===== config.mk =====
export PLATFORM = sky130hd
export DESIGN_NAME = run_length_meter
export DESIGN_NICKNAME = d
export VERILOG_FILES = /design/src/rtl/run_length_meter.sv
export SDC_FILE = /design/constraint.sdc
export NUM_CORES = 1
export LEC_CHECK = 0
export ABC_AREA = 1
export BUFFER_PORTS_ARGS = -buffer_cell sky130_fd_sc_hd__buf_2
export CAP_MARGIN = 40
export CORE_MARGIN = 5
export CORE_UTILIZATION = 30
export DETAILED_ROUTE_END_ITERATION = 12
export PLACE_DENSITY_LB_ADDON = 0.15
export SYNTH_ARGS = -nofsm -noshare
export SYNTH_HDL_FRONTEND = slang
export SYNTH_SLANG_ARGS = --single-unit

===== constraint.sdc =====
create_clock -name clk -period 4.5 [get_ports clk]
set_input_delay 0.45 -clock clk [delete_from_list [all_inputs] [get_ports clk]]
set_output_delay 0.45 -clock clk [all_outputs]
set_load 0.01 [all_outputs]

===== src/rtl/run_length_meter.sv =====
// Measures the length of runs of consecutive 1 samples on a serial level,
// reporting each completed run and keeping running max/count statistics.
`default_nettype none

module run_length_meter #(
    parameter int WIDTH = 8
) (
    input  logic             clk,
    input  logic             rst,
    input  logic             in,
    input  logic             en,
    input  logic             clr_stats,
    output logic [WIDTH-1:0] len,
    output logic             len_vld,
    output logic             ovf,
    output logic [WIDTH-1:0] max_len,
    output logic [WIDTH-1:0] run_cnt
);

    localparam logic [WIDTH-1:0] ALL_ONES = {WIDTH{1'b1}};
    localparam logic [WIDTH-1:0] ONE      = WIDTH'(1);

    typedef enum logic [1:0] {
        S_IDLE = 2'd0,
        S_RUN  = 2'd1,
        S_SAT  = 2'd2
    } state_t;

    state_t           state_q;
    logic [WIDTH-1:0] cnt_q;
    logic [WIDTH-1:0] len_q;
    logic             len_vld_q;
    logic             ovf_q;
    logic [WIDTH-1:0] max_len_q;
    logic [WIDTH-1:0] run_cnt_q;

    logic             done_d;
    logic [WIDTH-1:0] new_len_d;
    logic [WIDTH-1:0] max_len_d;
    logic [WIDTH-1:0] run_cnt_d;

    // A run completes on the edge that samples a 0 while counting or saturated.
    always_comb begin
        done_d    = ((state_q == S_RUN) || (state_q == S_SAT)) && !in;
        new_len_d = (state_q == S_SAT) ? ALL_ONES : cnt_q;
        max_len_d = max_len_q;
        run_cnt_d = run_cnt_q;
        if (clr_stats) begin
            max_len_d = '0;
            run_cnt_d = '0;
        end else if (done_d) begin
            if (new_len_d > max_len_q) begin
                max_len_d = new_len_d;
            end
            if (run_cnt_q != ALL_ONES) begin
                run_cnt_d = run_cnt_q + ONE;
            end
        end
    end

    always_ff @(posedge clk or negedge rst) begin
        if (!rst) begin
            state_q   <= S_IDLE;
            cnt_q     <= '0;
            len_q     <= '0;
            len_vld_q <= 1'b0;
            ovf_q     <= 1'b0;
        end else begin
            len_vld_q <= 1'b0;
            ovf_q     <= 1'b0;
            case (state_q)
                S_IDLE: begin
                    if (in && en) begin
                        state_q <= S_RUN;
                        cnt_q   <= ONE;
                    end
                end
                S_RUN: begin
                    if (in) begin
                        if (cnt_q == ALL_ONES) begin
                            state_q <= S_SAT;
                        end else begin
                            cnt_q <= cnt_q + ONE;
                        end
                    end else begin
                        state_q   <= S_IDLE;
                        len_q     <= cnt_q;
                        len_vld_q <= 1'b1;
                    end
                end
                S_SAT: begin
                    if (!in) begin
                        state_q   <= S_IDLE;
                        len_q     <= ALL_ONES;
                        len_vld_q <= 1'b1;
                        ovf_q     <= 1'b1;
                    end
                end
                default: begin
                    state_q <= S_IDLE;
                end
            endcase
        end
    end

    always_ff @(posedge clk or negedge rst) begin
        if (!rst) begin
            max_len_q <= '0;
            run_cnt_q <= '0;
        end else begin
            max_len_q <= max_len_d;
            run_cnt_q <= run_cnt_d;
        end
    end

    assign len     = len_q;
    assign len_vld = len_vld_q;
    assign ovf     = ovf_q;
    assign max_len = max_len_q;
    assign run_cnt = run_cnt_q;

endmodule

`default_nettype wire


==> metrics.md <==
| Metric | Value |
|---|---|
| WP data arrival | `2.66 ns` |
| Crit path required time | `4.68 ns` |
| Antenna viol nets, final | `0` |
| Pint | `747 µW` |
| Filler Cell Count | `about 720` |
| Comb pwr share | `between 50% and 60%` |
| Clock Skew | `approximately 0.0053 ns` |
| Area grow syn2layout | `15.2%` |
| Mapped Nets | `283` |
| Die width | `93.2 µm` |
| Critical Path Start Type | `flip-flop` |
| Vias in the first global route | `1707` |
| #FFs+latches synth | `36` |
| Dominant cell by count in the synthesized netlist | `nand2_1` |
| Slew Limit Fails | `0` |
| Estimated wirelength of the detail-placed design | `~3.8 mm` |
| Layout cells sized above 1 | `17.2%` |
| Async set or reset register ratio after synthesis | `100%` |
| Post-synthesis sequential area ratio | `a little over two fifths` |
| Slew margin rel. | `53.3%` |
| Avg Vias per Cell | `4.62` |
| Peak Freq | `about 400 MHz` |
| Die ar. | `8690 µm²` |
| Die H | `93.2 µm` |
| Synth top area cells | `dfrtp_1 (43%), nand2_1 (12%), ha_1 (7.8%), inv_1 (6.3%), nand3_1 (5.5%)` |
| Hold_buf cts | `0` |
| Clock sinks | `36` |
| Worst vdd ir | `0.000264 V` |
| Slew @ Worst Pin | `approximately 0.7 ns` |
| Clk buf depth | `2` |
| Power share of the clock group | `16.0%` |
| Synth area leader | `dfrtp_1` |
| Core Util, Final | `35.4%` |
| DR DRC count | `0` |
| Unrepaired setup endpoints after global routing | `false` |
| Post-synth top cells | `nand2_1 (67), dfrtp_1 (36), inv_1 (35)` |
| Overflow left after global routing | `0` |
| CTS tree | `yes` |
| # resized after CTS | `0` |
| Pin count of the biggest net entering global routing | `24` |
| Final worst hold slack | `0.0927 ns` |
| Post-DP Area | `2310 µm²` |
| Pwr/cell area | `582 nW/µm²` |
| Final min period | `2.48 ns` |
| Area of the multi-input gates | `997 µm²` |
| Synthesized instance count | `265` |
| Avg Synthesized Cell Area | `7.84 µm²` |
| Critical path endpoint | `max_len[5]` |
| Postcts setup bufs | `0` |
| Mapped cell area | `2080 µm²` |
| Final period util | `55.1%` |
| WL final | `4.94 mm` |
| Share of the synthesized area in the top cell type | `between 40 and 50%` |
| GPL Wtd Cong | `0.855` |
| Outcome | `complete, no violations` |
| Crit path from | `state_q[0]` |
| Fin nets | `314` |
| All-Layer GR Usage | `about an eighth` |
| Detailed Routing Iterations Pass 1 | `4` |
| Final setup margin | `2.02 ns` |
| Crit-path max FO | `15` |
| Reg-to-reg startpoint | `state_q[0]` |
| Initial antenna violation count | `0` |
| Setup TNS | `0 ns` |
| Starting Density | `a little under a third` |
| Synthesis Warnings | `0` |
| I/O Buffers | `30` |
| Path depth of the worst reg2reg path | `12` |
| Sw Share | `46.4%` |
| Iter 0 DRT Violations | `67` |
| Switch Pwr | `646 µW` |
| Fin area | `2390 µm²` |
| Core area | `6760 µm²` |
| FF+latch area | `901 µm²` |
| Final hold vios | `0` |
| Synth Flop Type | `dfrtp_1` |
| Worst-path clk slew | `0.07 ns` |
| First-pass GRT wire length | `roughly 8.4 mm` |
| Maxcap violations | `0` |
| Diode count | `0` |
| Clk Latency, worst-skew pair | `0.29 ns` |
| R2r endpoint | `max_len[5]` |
| Final setup viols | `0` |
| Seq pwr share | `33.9%` |
| Avg WL per Cell | `13.1 µm` |
| Critical path capture point type | `flip-flop` |
| Pleak | `roughly 0.0012 µW` |
| Routed vias | `1738` |
| Hold Crit Class | `input pin to asynchronous set/reset pin` |
| Netlist cell types | `33` |
| CTS buffer count | `5` |
| Ports | `31` |
| Standard-cell rows | `30` |
| Crit Path Class | `flip-flop to flip-flop` |
| Number of flops mapped to enable cells by yosys | `0` |
| Pre-CTS WS | `2.01 ns` |
| Reg2Reg Setup Slack | `2.02 ns` |
| Root buf cell | `clkbuf_8` |
| H-tree depth | `2` |
[critical path, cell delays in order (launching register included)]
cell     delay [ns]
dfrtp_1        0.35
inv_1          0.07
ha_1           0.22
inv_1          0.33
nand2_1        0.16
ha_1           0.33
nand2_1        0.06
nor2_1         0.19
nand2_1        0.07
nand2_1        0.22
nand2_2        0.18
nand3_1        0.11
nand2_1        0.06
[logic make-up (layout without fill, tap and decap cells)]
logic type               Yosys count  in the layout  synth area share, %
XOR/XNOR                           2              2                0.844
AO/OA/AOI/OAI                     36             36                 10.5
adder cells (fa/ha/maj)           13             13                 7.83
flip-flops                        36             36                 43.4
AND/OR/NAND/NOR                  134            134                 28.8
buffers and inverters             44             75                 8.61
[metal layers]
| layer | up-vias | global-route usage (%) | wire (µm) |
|---|---|---|---|
| li1 | 920 | - | - |
| met1 | 783 | 15.9 | 2530 |
| met2 | 31 | 20.0 | 2170 |
| met3 | 4 | 3.46 | 191 |
| met4 | 0 | 3.66 | 46 |
| met5 | - | 0 | 0 |
[worst min-delay path by stage]
| stage | to | slack, ns | depth (start not counted) |
|---|---|---|---|
| finish | run_cnt[0] | 0.09 | 1 |
| global placement | cnt_q[6] | 0.47 | 2 |
| floorplan | cnt_q[0] | 0.15 | 0 |
| CTS | run_cnt[0] | 0.1 | 1 |
| detailed placement | run_cnt[0] | 0.41 | 1 |
| global route | run_cnt[0] | 0.11 | 1 |
[power by group through the flow]
stage	Combinational, µW	Clock (µW)	Sequential (µW)
2_1_floorplan	500	0	494
3_3_place_gp	706	0	479
3_5_place_dp	704	0	479
4_1_cts	707	235	473
5_1_grt	805	247	485
6_report	698	223	473
[state kept, by name (all words and copies together) (netlist names)]
name     flops
cnt_q        8
ovf          1
len          8
run_cnt      8
len_vld      1
max_len      8
state_q      2
[cell type report]
cell class,count,share of cell area [%]
multi-input combinational,185,41.7
sequential,36,37.7
timing repair buffer,31,7.43
inverter,37,5.81
tap,80,4.18
clock buffer,6,3.03
clock inverter,1,0.209
[cell usage in the layout (no fill, tap or decap), drive strengths merged]
cell and count:
dfrtp 36, xnor2 1, o21ai 19, a21o 1, xor2 1, nand2 69
inv 37, o211ai 2, nand4 10, ha 13, nand3b 1, buf 31
clkbuf 6, clkinv 1, nor2 25, o21bai 2, nand3 23, a31oi 6
nor3 3, a21oi 6, or2 3
[metrics by stage]
stage                     std cells  power, µW
after CTS                       376       1420
after global routing            376       1540
after detailed placement        369       1180
final                           376       1390
after global placement          368       1190
after floorplan                 265        994
Note: power is estimated with default switching activity, not from simulation.
